[config.mk]
export PLATFORM = sky130hd
export DESIGN_NAME = survival_timer
export DESIGN_NICKNAME = d
export VERILOG_FILES = /design/src/rtl/survival_timer_pkg.sv /design/src/rtl/tick_prescaler.sv /design/src/rtl/survival_timer.sv
export SDC_FILE = /design/constraint.sdc
export NUM_CORES = 1
export LEC_CHECK = 0
export BUFFER_PORTS_ARGS = -buffer_cell sky130_fd_sc_hd__buf_4
export CAP_MARGIN = 20
export CORE_MARGIN = 5
export CORE_UTILIZATION = 49
export CTS_CLUSTER_SIZE = 10
export DETAILED_ROUTE_END_ITERATION = 10
export GPL_TIMING_DRIVEN = 0
export PLACE_DENSITY_LB_ADDON = 0.15
export SLEW_MARGIN = 10
export SYNTH_ARGS = -nofsm -noshare
export SYNTH_HDL_FRONTEND = slang
export SYNTH_SLANG_ARGS = --single-unit
[constraint.sdc]
create_clock -name CLOCK_50 -period 3.2 [get_ports CLOCK_50]
set_clock_uncertainty 0.1 [all_clocks]
set_input_delay 0.8 -clock CLOCK_50 [delete_from_list [all_inputs] [get_ports CLOCK_50]]
set_output_delay 0.8 -clock CLOCK_50 [all_outputs]
set_load 0.005 [all_outputs]
[src/rtl/survival_timer_pkg.sv]
// survival_timer_pkg: state encoding, digit limits and digit-advance helper for survival_timer
package survival_timer_pkg;
  typedef enum logic [1:0] {RUN, CARRY, STOPPED} state_t;
  localparam logic [3:0] DIGIT_MAX = 4'd9;
  localparam logic [3:0] DIGIT_CARRY = 4'd10;
  // Out-of-range digits (11-15) fall back to 0 on the next tick
  function automatic logic [3:0] next_digit(input logic [3:0] d);
    return d == DIGIT_MAX ? DIGIT_CARRY : d > DIGIT_MAX ? 4'd0 : d + 4'd1;
  endfunction
endpackage

[src/rtl/tick_prescaler.sv]
// tick_prescaler: counts 0..TICK_DIV-1 while enabled; wrap flags the last count of each period
module tick_prescaler #(
  parameter int TICK_DIV = 50_000_000
) (
  input  logic clk,
  input  logic rst_n,
  input  logic enable,
  input  logic clear,
  output logic wrap
);
  localparam int W = TICK_DIV > 1 ? $clog2(TICK_DIV) : 1;
  localparam logic [W-1:0] LAST = W'(TICK_DIV - 1);
  logic [W-1:0] count;
  assign wrap = enable && count == LAST;
  always_ff @(posedge clk or negedge rst_n)
    if (!rst_n) count <= '0;
    else if (clear) count <= '0;
    else if (enable) count <= wrap ? '0 : count + 1'b1;
endmodule

[src/rtl/survival_timer.sv]
// survival_timer: one-second BCD ones digit with carry-hold encoding, frozen on collision.
// SURVIVAL_TIMER_PAUSE_EN adds a pause input that holds counting while in RUN.
module survival_timer
  import survival_timer_pkg::*;
#(
  parameter int TICK_DIV = 50_000_000
) (
  input  logic       CLOCK_50,
  input  logic       resetn,
  input  logic       collided,
  input  logic       key_press,
`ifdef SURVIVAL_TIMER_PAUSE_EN
  input  logic       pause,
`endif
  output logic [3:0] binary_time,
  output logic       carry,
  output logic       tick,
  output logic       running
);
  state_t state, state_n;
  logic [3:0] digit_n;
  logic tick_n, wrap, enable, hold;
`ifdef SURVIVAL_TIMER_PAUSE_EN
  assign hold = pause;
`else
  assign hold = 1'b0;
`endif
  // CARRY always counts so the carry cycle never stretches the tick period
  assign enable = state == CARRY || (state == RUN && !collided && !hold);
  tick_prescaler #(.TICK_DIV(TICK_DIV)) u_prescaler (
    .clk(CLOCK_50),
    .rst_n(resetn),
    .enable(enable),
    .clear(key_press),
    .wrap(wrap)
  );
  always_comb begin
    state_n = state;
    digit_n = binary_time;
    tick_n = 1'b0;
    if (key_press) begin
      state_n = RUN;
      digit_n = '0;
    end else if (state == CARRY) begin
      digit_n = '0;
      state_n = collided ? STOPPED : RUN;
    end else if (state == RUN && collided) begin
      state_n = STOPPED;
    end else if (wrap) begin
      tick_n = 1'b1;
      digit_n = next_digit(binary_time);
      state_n = binary_time == DIGIT_MAX ? CARRY : RUN;
    end
  end
  always_ff @(posedge CLOCK_50 or negedge resetn)
    if (!resetn) begin
      state <= RUN;
      binary_time <= '0;
      tick <= 1'b0;
    end else begin
      state <= state_n;
      binary_time <= digit_n;
      tick <= tick_n;
    end
  assign carry = state == CARRY;
  assign running = state != STOPPED;
endmodule
==> key figures, run 1 <==
Drt
  • Mean routed wirelength per cell: 15.7 µm
  • Iteration-0 DRC Markers: 156
  • DR DRC count: 0
  • DR pass1 iterations: 4
  • Via count: 1803
  • Total Wirelength: 4590 µm
  • Routed Antenna Nets: 0
  • Via-to-Cell Ratio: 6.15

Clock network
  • Clock buffer depth: 2
  • Post-CTS Setup Repair Bufs: 0
  • Clk sinks: 33
  • Clock Tree Root: clkbuf_8
  • CTS tree: done
  • Cts repair resizes: 0
  • Clock transition at path regs: 0.07 ns
  • H-tree levels: 2
  • # hold bufs at CTS: 0
  • CTS Buf Count: 5
  • Worst-Skew Late Latency: 0.29 ns

Worst setup path
  • Critical-path cell list: ha_1 > nand3_1 > nor4_1 > nand2_1 > a21o_1 > a32o_1
  • Slowest stage cell, crit path: nor4_1
  • Worst-path fanout max: 8
  • Worst Path Arrival: 2.85 ns
  • Kind of critical path: flip-flop to flip-flop
  • Setup crit end kind: flip-flop
  • Startpoint Class: flip-flop
  • CP max stage delay: 0.85 ns
  • CP required: 3.27 ns

Synthesis
  • Most instantiated cells after synthesis: dfrtp_1 (33), nor2_1 (22), nand2_1 (18), nand3_1 (13), nor3_1 (13)
  • Seq cells post-synth: 33
  • Avg Cell Area, Syn: 8.77 µm²
  • Post-Syn Instances: 226
  • Count leader, synth: dfrtp_1
  • Post-synth ARST share: 100%
  • Cell taking the most area after synthesis: dfrtp_1
  • Post-Syn Nets: 234
  • Post-synth EDFFs: 0
  • Register area share after synthesis: 41.7%
  • Post-synth top flop: dfrtp_1
  • Top cells by area, synth: dfrtp_1 (42%), nor2_1 (4.2%), xor2_1 (3.5%)
  • Syn Std Cell Area: 1980 µm²
  • Cell variety after synth: 42
  • Top-area cell type share of the netlist area: 41.7%
  • Yosys warning count: 0

Cells and area
  • Area grow syn2layout: 11.6%
  • Ant. Diodes: 0
  • Share of cells above drive strength 1: 9.47%
  • Final net count: 251

Global route
  • First-pass GRT wire length: 8070 µm
  • Total Routing Usage GR: 19.2%
  • Vias in the first global route: 1674
  • Initial antenna violation count: 0
  • Largest net degree at the start of global routing: 34
  • Grt ovf: 0

Timing
  • Rel. slew slack: 37.2%
  • Fin. max-slew vios: 0
  • Max Fclk: 360 MHz
  • Setup TNS: 0 ns
  • Fin crit share: 86.9%
  • Hold WS: 0.351 ns
  • Period minus WS final: 2.78 ns
  • Fin. Hold Viols: 0
  • Slew @ Worst Pin: 0.934 ns
  • RSZ-0062 raised after global routing: no
  • Setup Viol. Count Final: 0

Hold path
  • HP Class: input port to async pin

Floorplanning
  • Die ar.: 5420 µm²
  • Initial core utilization: 49.9%
  • Std cell rows: 23
  • Die width: 73.6 µm
  • # IOs: 11
  • DIE HEIGHT: 73.6 µm
  • Placeable Area: 3970 µm²

Placement
  • Routability Congestion: 0.883
  • Hpwl dp: 3290 µm
  • Port bufs: 10

Pwr
  • P per Cell Area: 353 nW/µm²
  • IR drop worst, VDD: 0.245 mV
  • Lkg Pwr: 0.869 nW

Run
  • Max Cap Viol: 0

Outcome
  • Outcome: completed
power breakdown:
part | leakage [nW] | switching, W | total (W) | internal, W
Clock | 0.0443 | 0.000144 | 0.000315 | 0.000170
Sequential | 0.459 | 0.00000356 | 0.000423 | 0.000420
Combinational | 0.366 | 0.0000313 | 0.0000418 | 0.0000104
Total | 0.869 | 0.000179 | 0.000780 | 0.000601
metal layers:
| metal | track usage, % | wire (µm) | vias up |
|---|---|---|---|
| met4 | 6.04 | 67 | 0 |
| met5 | 0 | 0 | - |
| met1 | 28.1 | 2220 | 888 |
| li1 | - | - | 877 |
| met2 | 28.9 | 2150 | 31 |
| met3 | 3.28 | 157 | 7 |
worst paths after layout:
kind | from | slack (ns) | end | cells past startpoint
max in group asynchronous | resetn | 2.34 | u_prescaler.count[6]$_DFFE_PN0P_ | 1
worst min-delay path | resetn | 0.35 | u_prescaler.count[22]$_DFFE_PN0P_ | 1
worst max register to register | u_prescaler.count[0]$_DFFE_PN0P_ | 0.42 | u_prescaler.count[3]$_DFFE_PN0P_ | 6
min in group CLOCK_50 | u_prescaler.count[1]$_DFFE_PN0P_ | 0.48 | u_prescaler.count[1]$_DFFE_PN0P_ | 2
worst min register to register | u_prescaler.count[1]$_DFFE_PN0P_ | 0.48 | u_prescaler.count[1]$_DFFE_PN0P_ | 2
worst max-delay path | u_prescaler.count[0]$_DFFE_PN0P_ | 0.42 | u_prescaler.count[3]$_DFFE_PN0P_ | 6
through the flow:
step | std cells | utilization, % | cell area [µm²] | power (W) | setup WS, ns
after global placement | 286 | 53.4 | 2120 | 0.000473 | 0.544
after floorplan | 226 | - | 1980 | 0.000451 | 0.952
after detailed placement | 286 | 53.4 | 2120 | 0.000473 | 0.512
after global routing | 293 | 55.7 | 2210 | 0.000817 | 0.254
after CTS | 293 | 55.5 | 2210 | 0.000793 | 0.495
final | 293 | 55.7 | 2210 | 0.000780 | 0.419
cells by family (layout without fill, tap and decap cells):
| logic type | Yosys count | in the layout | share of synthesized area (%) |
|---|---|---|---|
| muxes | 4 | 4 | 2.02 |
| and+or+nand+nor | 120 | 120 | 33.6 |
| AOI/OAI and AO/OA | 41 | 41 | 13.4 |
| xor gates and xnor gates | 9 | 9 | 3.98 |
| DFF | 33 | 33 | 41.7 |
| adders and majority gates | 4 | 4 | 2.53 |
| buffers and inverters | 15 | 32 | 2.84 |
cell usage in the layout (no fill, tap or decap), types with 4 or more instances in the layout:
cell type  instances
xor2_1             8
or3_1              9
nand2_1           18
nand4_1           11
a21oi_1            9
clkbuf_1           7
nor3_1            13
a211oi_1           4
a31oi_1            5
and3_1             5
clkbuf_8           6
a22oi_1            4
mux2i_1            4
or4_1              4
ha_1               4
buf_4             10
dfrtp_1           33
nand3_1           13
nor2_1            22
inv_1              7
o21ai_0            9
nor4_1             4
sequential cells by signal (all words and copies together), names as in the netlist:
signal and flops:
u_prescaler.count 26, state 2, tick 1, binary_time 4
cell type report:
cell class	count	area [µm²]
Buffer	8	30.0
Clock buffer	7	86.3
Fill cell	376	1760
Inverter	7	26.3
Multi-Input combinational cell	178	1110
Sequential cell	33	826
Tap cell	50	62.6
Timing Repair Buffer	10	75.1
worst max-delay path, delay by kind of cell, from the launching register on:
| family | cells | cell delay (ns) |
|---|---|---|
| AOI/OAI and AO/OA | 2 | 0.52 |
| adders and majority gates | 1 | 0.22 |
| DFF | 1 | 0.41 |
| and+or+nand+nor | 3 | 1.43 |
Note: power is estimated with default switching activity, not from simulation.
==> inputs of run 2 (changes only) <==
- ABC_AREA: not set -> 1
==> run 2 against run 1 <==
Fmax up 45%. Register-to-register slack better by 0.97 ns. Wire length up 1.0%. Global-route usage down 0.71 points. Utilization down 0.66 points. Critical path type is now flip-flop to output pin.
==> key figures, run 2 <==
Outcome
  • Outcome: completed

Run
  • Max Cap Viol: 0 (unchanged)

Drt
  • DR pass1 iterations: 4 (unchanged)
  • Routed Antenna Nets: 0 (unchanged)
  • Total Wirelength: 4640 µm (+1.0%)
  • Mean routed wirelength per cell: 12.1 µm (-23%)
  • Iteration-0 DRC Markers: 103 (-34%)
  • DR DRC count: 0 (unchanged)
  • Via-to-Cell Ratio: 4.90 (-20%)
  • Via count: 1875 (+4.0%)

Cells and area
  • Area grow syn2layout: 10.7%
  • Top flop regs: u_prescaler.count x26, binary_time x4, state x2
  • Largest reg by FF count: u_prescaler.count
  • Footprint of the multi-input gates: 1100 µm² (-0.57%)
  • Register area: 826 µm² (unchanged)
  • Commonest non-fill, non-tap cell in the layout: nand2_1
  • Max reg flops: 26 (unchanged)
  • Share of cells above drive strength 1: 9.37% (-0.099 points)
  • Non-Filler Instances: 383 (+31%)
  • Final net count: 339 (+35%)
  • Ant. Diodes: 0 (unchanged)
  • Fill cells: 457 (+22%)
  • Commonest cells after routing, fill and taps aside: nand2_1 (103), nor2_1 (53), inv_1 (43)

Worst setup path
  • Critical-path cell list: inv_1 > nand2_2 > inv_1 > buf_4
  • Startpoint Class: flip-flop
  • Critical Path Most Common Cell: inv_1
  • Worst Path Arrival: 1.02 ns (-1.83 ns)
  • CP required: 2.30 ns (-0.97 ns)
  • Family with the most delay on the worst path: flip-flops
  • Worst-path fanout max: 4 (-4)
  • Setup crit end kind: output pin
  • Slowest stage cell, crit path: dfrtp_1
  • Kind of critical path: flip-flop to output pin
  • Buf/Inv on CP: 3 (+3)
  • CP max stage delay: 0.39 ns (-0.46 ns)

Synthesis
  • Post-synth ARST share: 100% (unchanged)
  • Cell taking the most area after synthesis: dfrtp_1
  • Cell variety after synth: 23 (-45%)
  • Count leader, synth: nand2_1
  • Seq cells post-synth: 33 (unchanged)
  • Register area share after synthesis: 38.9% (-2.7 points)
  • Top cells by area, synth: dfrtp_1 (39%), nand2_1 (18%), nor2_1 (9.4%)
  • Post-synth top flop: dfrtp_1
  • Most instantiated cells after synthesis: nand2_1 (103), nor2_1 (53), inv_1 (43), dfrtp_1 (33), nand3_1 (20)
  • Post-Syn Nets: 322 (+38%)
  • Post-Syn Instances: 314 (+39%)
  • Avg Cell Area, Syn: 6.75 µm² (-23%)
  • Top-area cell type share of the netlist area: 38.9% (-2.7 points)
  • Yosys warning count: 0 (unchanged)
  • Post-synth EDFFs: 0 (unchanged)
  • Syn Std Cell Area: 2120 µm² (+7.0%)

Clock network
  • H-tree levels: 2 (unchanged)
  • Post-CTS Setup Repair Bufs: 0 (unchanged)
  • CTS tree: done
  • # hold bufs at CTS: 0 (unchanged)
  • Clock buffer depth: 2 (unchanged)
  • Clk sinks: 33 (unchanged)
  • Worst-Skew Late Latency: 0.28 ns (about the same)
  • Clock transition at path regs: 0.07 ns (about the same)
  • Clock Tree Root: clkbuf_8
  • Cts repair resizes: 0 (unchanged)
  • CTS Buf Count: 5 (unchanged)

Placement
  • Placed instance count: 376 (+31%)
  • Port bufs: 10 (unchanged)
  • Hpwl dp: 3540 µm (+7.6%)
  • Setup Slack @ Placement: 1.17 ns (+0.656 ns)
  • Routability Congestion: 0.853 (-3.4%)

Pwr
  • Clock Power Share: 39.4% (-1.0 points)
  • Switching share of power: 25.0% (+2.0 points)
  • Internal power: 0.000618 W (+2.9%)
  • NetSw: 0.000206 W (+15%)
  • IR drop worst, VDD: 0.199 mV (-19%)
  • Sequential Power Share: 52.2% (-2.1 points)
  • P per Cell Area: 351 nW/µm² (-0.41%)
  • Overall Power: 0.000824 W (+5.7%)
  • Combinational fraction of design power: 8.4% (+3.0 points)
  • Lkg Pwr: 1.09 nW (+25%)

Global route
  • First-pass GRT wire length: 7900 µm (-2.1%)
  • Initial antenna violation count: 0 (unchanged)
  • Vias in the first global route: 1766 (+5.5%)
  • Grt ovf: 0 (unchanged)
  • Largest net degree at the start of global routing: 34 (unchanged)
  • Total Routing Usage GR: 18.5% (-0.71 points)

Timing
  • Fin. Hold Viols: 0 (unchanged)
  • Setup TNS: 0 ns (unchanged)
  • RSZ-0062 raised after global routing: no
  • Max Fclk: 520 MHz (+45%)
  • Rel. slew slack: 66.2% (+29 points)
  • Setup Viol. Count Final: 0 (unchanged)
  • Hold WS: 0.352 ns (+0.000327 ns)
  • Period minus WS final: 1.92 ns (-0.859 ns)
  • Slew @ Worst Pin: 0.506 ns (-0.428 ns)
  • Fin crit share: 60.1% (-27 points)
  • Fin. max-slew vios: 0 (unchanged)
  • Final WS setup: 1.28 ns (+0.859 ns)

Floorplanning
  • DIE HEIGHT: 75.8 µm (+3.0%)
  • # IOs: 11 (unchanged)
  • Std cell rows: 24 (+4.3%)
  • Placeable Area: 4260 µm² (+7.4%)
  • Die ar.: 5740 µm² (+6.1%)
  • Initial core utilization: 49.7% (-0.17 points)
  • Die width: 75.8 µm (+3.0%)

Hold path
  • HP Class: input port to async pin
## run 2: changes by cell type after synthesis, moves of 5 or more
cell / previous run / this run
nor4_1: 5 / 0
nor3_1: 13 / 6
nand3_1: 13 / 20
clkbuf_1: 6 / 1
nor2_1: 22 / 53
nand4_1: 11 / 2
nand2_1: 18 / 103
inv_1: 7 / 43
or3_1: 9 / 0
a31oi_1: 5 / 0
## run 2: cells by family (layout without fill, tap and decap cells)
group | count (synthesis) | in the layout | synth area share [%]
adders and majority gates | 4 | 4 | 2.36
AOI/OAI and AO/OA | 23 | 23 | 5.66
and+or+nand+nor | 198 | 198 | 40.1
buffers and inverters | 47 | 64 | 9.20
xor gates and xnor gates | 9 | 9 | 3.72
DFF | 33 | 33 | 38.9
## run 2: power groups by stage
| stage | clock network [W] | logic (W) | registers [W] |
|---|---|---|---|
| 2_1_floorplan | 0 | 0.0000405 | 0.000437 |
| 3_3_place_gp | 0 | 0.0000692 | 0.000438 |
| 3_5_place_dp | 0 | 0.0000706 | 0.000438 |
| 4_1_cts | 0.000331 | 0.0000704 | 0.000430 |
| 5_1_grt | 0.000351 | 0.0000786 | 0.000431 |
| 6_report | 0.000325 | 0.0000690 | 0.000430 |
## run 2: layout make-up
class	count	area share, %
multi-input combinational	234	46.9
clock buffer	7	3.68
sequential	33	35.2
inverter	44	7.04
tap	52	2.77
buffer	3	1.28
timing repair buffer	10	3.20
## run 2: layer usage
layer,wire (µm),global-route usage (%),share of wire (%)
met5,0,0,0
met4,60,5.24,1.3
met3,156,4.75,3.4
met2,2200,31.5,47
met1,2220,23.1,48
## run 2: path summary, 6_finish.rpt
| check | startpoint | depth (start not counted) | slack (ns) | end |
|---|---|---|---|---|
| min reg2reg | u_prescaler.count[1]$_DFFE_PN0P_ | 2 | 0.42 | u_prescaler.count[1]$_DFFE_PN0P_ |
| min in group CLOCK_50 | u_prescaler.count[1]$_DFFE_PN0P_ | 2 | 0.42 | u_prescaler.count[1]$_DFFE_PN0P_ |
| min | resetn | 1 | 0.35 | u_prescaler.count[12]$_DFFE_PN0P_ |
| max | state[1]$_DFFE_PN0P_ | 4 | 1.28 | carry |
| max in group asynchronous | resetn | 1 | 2.34 | binary_time[0]$_DFFE_PN0P_ |
| max reg2reg | u_prescaler.count[0]$_DFFE_PN0P_ | 8 | 1.39 | u_prescaler.count[0]$_DFFE_PN0P_ |
## run 2: per-stage QoR
| step | instance area, µm² | utilization (%) |
|---|---|---|
| after CTS | 2350 | 55.0 |
| after global placement | 2260 | 53.0 |
| final | 2350 | 55.0 |
| after global routing | 2350 | 55.0 |
| after detailed placement | 2260 | 53.0 |
| after floorplan | 2120 | - |
